<file path="src/rtl/sprite_index_gen.sv">
//==============================================================================
// Module : sprite_index_gen
// Desc   : VGA raster counters, sync generation and single-sprite palette-index
//          overlay fetched from an external synchronous index ROM.
// Rev    : 1.0  initial release
//==============================================================================
`default_nettype none

module sprite_index_gen #(
  parameter int         H_ACTIVE   = 640,
  parameter int         H_FP       = 16,
  parameter int         H_SYNC     = 96,
  parameter int         H_BP       = 48,
  parameter int         V_ACTIVE   = 480,
  parameter int         V_FP       = 10,
  parameter int         V_SYNC     = 2,
  parameter int         V_BP       = 33,
  parameter int         SPR_W      = 32,
  parameter int         SPR_H      = 32,
  parameter logic [2:0] BG_IDX     = 3'd1,
  parameter logic [2:0] TRANSP_IDX = 3'd0,
  localparam int        ADDR_W     = $clog2(SPR_W * SPR_H)
) (
  input  logic              clk,
  input  logic              rst_n,
  input  logic              pix_en,
  input  logic [9:0]        sprite_x,
  input  logic [9:0]        sprite_y,
  input  logic              pos_valid,
  output logic [ADDR_W-1:0] rom_addr,
  input  logic [2:0]        rom_data,
  output logic [2:0]        color_idx,
  output logic              hsync,
  output logic              vsync,
  output logic              active,
  output logic              frame_start
);

  localparam int COL_W = $clog2(SPR_W);
  localparam int ROW_W = ADDR_W - COL_W;

  localparam logic [9:0] c_H_LAST   = 10'(H_ACTIVE + H_FP + H_SYNC + H_BP - 1);
  localparam logic [9:0] c_V_LAST   = 10'(V_ACTIVE + V_FP + V_SYNC + V_BP - 1);
  localparam logic [9:0] c_H_ACT    = 10'(H_ACTIVE);
  localparam logic [9:0] c_V_ACT    = 10'(V_ACTIVE);
  localparam logic [9:0] c_HS_START = 10'(H_ACTIVE + H_FP);
  localparam logic [9:0] c_HS_END   = 10'(H_ACTIVE + H_FP + H_SYNC);
  localparam logic [9:0] c_VS_START = 10'(V_ACTIVE + V_FP);
  localparam logic [9:0] c_VS_END   = 10'(V_ACTIVE + V_FP + V_SYNC);

  logic [9:0]        r_hc, r_vc;
  logic [9:0]        r_pend_x, r_pend_y, r_sx, r_sy;
  logic              r_hit_s1, r_act_s1, r_hs_s1, r_vs_s1, r_fs_s1;
  logic              w_line_end, w_frame_end;
  logic              w_act_raw, w_hs_raw, w_vs_raw, w_hit;
  logic [10:0]       w_hc_x, w_vc_x, w_sx_x, w_sy_x;
  logic [COL_W-1:0]  w_dx;
  logic [ROW_W-1:0]  w_dy;
  logic [2:0]        w_color;

  assign w_line_end  = (r_hc == c_H_LAST);
  assign w_frame_end = pix_en && w_line_end && (r_vc == c_V_LAST);

  // Stage 0: raster counters
  always_ff @(posedge clk or negedge rst_n) begin
    if (!rst_n) begin
      r_hc <= '0;
      r_vc <= '0;
    end else if (pix_en) begin
      if (w_line_end) begin
        r_hc <= '0;
        r_vc <= (r_vc == c_V_LAST) ? 10'd0 : r_vc + 10'd1;
      end else begin
        r_hc <= r_hc + 10'd1;
      end
    end
  end

  // Live position only changes on the frame-end tick so a frame is never torn
  always_ff @(posedge clk or negedge rst_n) begin
    if (!rst_n) begin
      r_pend_x <= '0;
      r_pend_y <= '0;
      r_sx     <= '0;
      r_sy     <= '0;
    end else begin
      if (pos_valid) begin
        r_pend_x <= sprite_x;
        r_pend_y <= sprite_y;
      end
      if (w_frame_end) begin
        r_sx <= pos_valid ? sprite_x : r_pend_x;
        r_sy <= pos_valid ? sprite_y : r_pend_y;
      end
    end
  end

  assign w_act_raw = (r_hc < c_H_ACT) && (r_vc < c_V_ACT);
  assign w_hs_raw  = !((r_hc >= c_HS_START) && (r_hc < c_HS_END));
  assign w_vs_raw  = !((r_vc >= c_VS_START) && (r_vc < c_VS_END));

  // 11-bit compare so sx+SPR_W near 1023 cannot wrap into a false hit
  assign w_hc_x = {1'b0, r_hc};
  assign w_vc_x = {1'b0, r_vc};
  assign w_sx_x = {1'b0, r_sx};
  assign w_sy_x = {1'b0, r_sy};
  assign w_hit  = w_act_raw
               && (w_hc_x >= w_sx_x) && (w_hc_x < w_sx_x + 11'(SPR_W))
               && (w_vc_x >= w_sy_x) && (w_vc_x < w_sy_x + 11'(SPR_H));

  // Offsets are below SPR_W/SPR_H on a hit, so the low bits give exact values
  assign w_dx = r_hc[COL_W-1:0] - r_sx[COL_W-1:0];
  assign w_dy = r_vc[ROW_W-1:0] - r_sy[ROW_W-1:0];

  // Stage 1: registered hit/sync/active and ROM address
  always_ff @(posedge clk or negedge rst_n) begin
    if (!rst_n) begin
      r_hit_s1 <= 1'b0;
      r_act_s1 <= 1'b0;
      r_hs_s1  <= 1'b1;
      r_vs_s1  <= 1'b1;
      r_fs_s1  <= 1'b0;
      rom_addr <= '0;
    end else if (pix_en) begin
      r_hit_s1 <= w_hit;
      r_act_s1 <= w_act_raw;
      r_hs_s1  <= w_hs_raw;
      r_vs_s1  <= w_vs_raw;
      r_fs_s1  <= (r_hc == 10'd0) && (r_vc == 10'd0);
      if (w_hit) begin
        rom_addr <= {w_dy, w_dx};
      end
    end
  end

  always_comb begin
    w_color = 3'd0;
    if (r_act_s1) begin
      if (r_hit_s1 && (rom_data != TRANSP_IDX)) begin
        w_color = rom_data;
      end else begin
        w_color = BG_IDX;
      end
    end
  end

  // Stage 2: output registers
  always_ff @(posedge clk or negedge rst_n) begin
    if (!rst_n) begin
      color_idx   <= 3'd0;
      hsync       <= 1'b1;
      vsync       <= 1'b1;
      active      <= 1'b0;
      frame_start <= 1'b0;
    end else begin
      frame_start <= pix_en && r_fs_s1;
      if (pix_en) begin
        color_idx <= w_color;
        hsync     <= r_hs_s1;
        vsync     <= r_vs_s1;
        active    <= r_act_s1;
      end
    end
  end

endmodule

`default_nettype wire

</file>
<file path="config.mk">
export PLATFORM = sky130hd
export DESIGN_NAME = sprite_index_gen
export DESIGN_NICKNAME = d
export VERILOG_FILES = /design/src/rtl/sprite_index_gen.sv
export SDC_FILE = /design/constraint.sdc
export NUM_CORES = 1
export LEC_CHECK = 0
export ABC_AREA = 1
export CAP_MARGIN = 20
export CORE_ASPECT_RATIO = 0.6
export CORE_MARGIN = 1.5
export CORE_UTILIZATION = 25
export DETAILED_ROUTE_END_ITERATION = 8
export SYNTH_ARGS = -nofsm -noshare
export SYNTH_HDL_FRONTEND = slang
export SYNTH_SLANG_ARGS = --single-unit
</file>
<file path="constraint.sdc">
create_clock -name clk -period 2.5 [get_ports clk]
set_clock_uncertainty 0.2 [all_clocks]
set_input_delay 0.75 -clock clk [delete_from_list [all_inputs] [get_ports clk]]
set_output_delay 0.75 -clock clk [all_outputs]
set_load 0.02 [all_outputs]
</file>
==> out/summary.txt <==
Rel. slew slack = 61.7%
Hold Vio Cnt, Final = 0
clk sinks = 82
fillers = 1,904
worst-path maximum fanout = 2
Crit path arrival time = 1.48 ns
most frequent cells in the layout = nand2_1, dfrtp_1, inv_1, nor2_1, clkdlybuf4s50_1
Syn Nets = 654
Leak Pwr = 3.03 nW
Hold Slack = 0.119 ns
Worst-Skew Late Latency = 0.34 ns
Seq. cell area = 2060 um^2
starting density of the core = 26.0%
vias after detailed routing = 3,935
Worst Tran Pin Value = 0.574 ns
max-cap violations = 0
fmax = 411 MHz
layout cells sized above 1 = 13.7%
initial antenna violation count = 0
r2r worst-path depth = 13
post-synth top area share = 40.8%
top cells by area, synth = dfrtp_1, nand2_1, ha_1
Slowest-stage cell, CP = clkdlybuf4s50_1
Post-Layout Inst Area = 6010 um^2
Wirelength per Cell = 13.6 um
Final Power = 3.35 mW
RSZ-0062 raised after global routing = false
# diodes = 0
number of cell rows = 38
global-route wire length before repair = 20,100 um
root buffer cell = clkbuf_16
register area share after synthesis = 43.0%
Setup-failing EPs final = 0
placed cell area = 5670 um^2
pin count of the biggest net entering global routing = 32
vias in the first global route = 3,635
final std cells w/o fill = 903
Startpoint Class = flip-flop
Antenna Nets Post-Route = 0
CTS Buffer Depth = 2
CTS Buf Count = 9
I/O Pins = 44
DP HPWL = 9560 um
drt total wl = 12,300 um
cts hold-fix bufs = 0
Global Route Usage Sum = 13.2%
Syn Area/Cell = 8.11 um^2
die area = 20,000 um^2
grt total ovfl = 0
DP Cell Count = 886
Final period util = 97.4%
# nets final = 723
power density cells = 557 nW/um^2
CP Capture Type = output pin
mapped cell area = 4780 um^2
Yosys warnings = 0
Critical Path RT = 1.55 ns
area added between synthesis and finish = 25.8%
minimum clock period = 2.43 ns
first-pass iteration count of the detailed router = 5
cell taking the most area after synthesis = dfrtp_1
Crit Path Class = reg -> out
Netlist cell types = 39
most common cell after layout, fill and taps aside = nand2_1
die width = 181 um
maximum VDD drop = 377 uV
initial DRC count = 292
H-Tree Depth = 3
Vias/cell = 4.36
Clock Pin Slew Worst Setup and Hold Paths = 0.06 ns
CP Cell Sequence = clkdlybuf4s50_1
CP max stage delay = 0.61 ns
Seq cells post-synth = 82
Syn Inst Count = 589
Crit path depth = 1
Worst path top cell family by delay = buffers and inverters
RePlAce Congestion = 0.866
Post-Place Worst Slack = -0.245 ns
Hold WC Path Type = in -> async
DRC errors left = 0
core area = 18,400 um^2
DIE HEIGHT = 110 um
Slew Limit Fails = 0
Port Buffers = 43
multi-input logic area = 2370 um^2
Worst Slack Setup Final = 0.0650 ns
Buf/Inv on CP = 1
status = finished clean
CTS tree = built
## power by group
part	switching, mW	internal, mW
clock	0.580	0.812
sequential	0.0870	1.40
combinational	0.278	0.191
## area by class of cell
| class | instances | area share (%) |
|---|---|---|
| inverters | 73 | 4.56 |
| clock inverters | 6 | 1.21 |
| flip-flops and latches | 82 | 34.2 |
| clock buffers | 10 | 3.98 |
| well taps | 240 | 5.00 |
| multi-input cells | 421 | 39.4 |
| repair buffers | 71 | 11.6 |
## metrics by stage
stage / TNS, ns / utilization (%)
after floorplan: 0 / -
after global placement: -2.49 / 30.8
after detailed placement: -3.66 / 30.8
after CTS: 0 / 32.5
after global routing: 0 / 32.7
final: 0 / 32.7
## worst paths after layout
path / endpoint / start / slack (ns)
hold reg to reg: vsync$_DFFE_PN1P_ / vsync$_DFFE_PN1P_ / 0.26
min in group clk: vsync$_DFFE_PN1P_ / vsync$_DFFE_PN1P_ / 0.26
setup / recovery: hsync / hsync$_DFFE_PN1P_ / 0.07
hold / removal: active$_DFFE_PN0P_ / rst_n / 0.12
setup reg to reg: rom_addr[8]$_DFFE_PN0P_ / r_sx[5]$_DFFE_PN0P_ / 0.12
max in group asynchronous: r_sx[3]$_DFFE_PN0P_ / rst_n / 1.46
## logic make-up after synthesis
| logic type | synth area share, % |
|---|---|
| buf+inv | 7.70 |
| fa+ha+maj | 10.3 |
| simple gates | 27.5 |
| flops | 43.0 |
| xor+xnor | 3.12 |
| compound gates | 8.38 |
## flip-flops by register name, indices dropped and copies added (netlist names)
register	cells
r_hc	10
r_pend_x	10
r_pend_y	10
r_sx	10
r_sy	10
r_vc	10
rom_addr	10
color_idx	3
active	1
frame_start	1
hsync	1
r_act_s1	1
r_fs_s1	1
r_hit_s1	1
r_hs_s1	1
r_vs_s1	1
vsync	1
## cells in the mapped netlist
library cell / number
dfrtp_1: 78
o21a_1: 1
inv_1: 67
nand3_2: 2
buf_6: 4
a21oi_2: 18
o21ai_0: 14
o22ai_1: 1
a21o_1: 2
a21oi_1: 19
nor3_2: 1
nor2_2: 2
and3_1: 1
buf_4: 3
nor4_2: 1
nand3b_1: 1
nor4_1: 3
nand3_1: 30
fa_1: 2
nor3b_1: 1
nor2_4: 3
nand2_2: 3
a31oi_1: 2
nor4_4: 1
dfstp_2: 4
inv_2: 6
nand2_1: 188
nor3_1: 8
xnor2_1: 5
nand4_1: 9
ha_1: 36
o21ai_1: 1
nor2_1: 48
xor2_1: 12
a2111oi_0: 1
o31ai_1: 2
nand4_2: 1
a211oi_1: 1
clkbuf_1: 7
## layer usage
layer  track usage [%]  wire length [um]  up-vias  part of all wire [%]
li1                  -                 -     2024                     -
met1              22.8              7420     1787                    60
met2              15.0              3970      114                    32
met3              3.22               789       10                   6.4
met4              2.92                93        0                  0.76
met5                 0                 0        -                     0
## repair_timing
action / 4_1_cts / 5_1_grt
gates resized for setup: 0 / 7
buffers inserted: 0 / 0
endpoints found under the setup margin: 0 / 11
(Power assumes the default switching activity.)
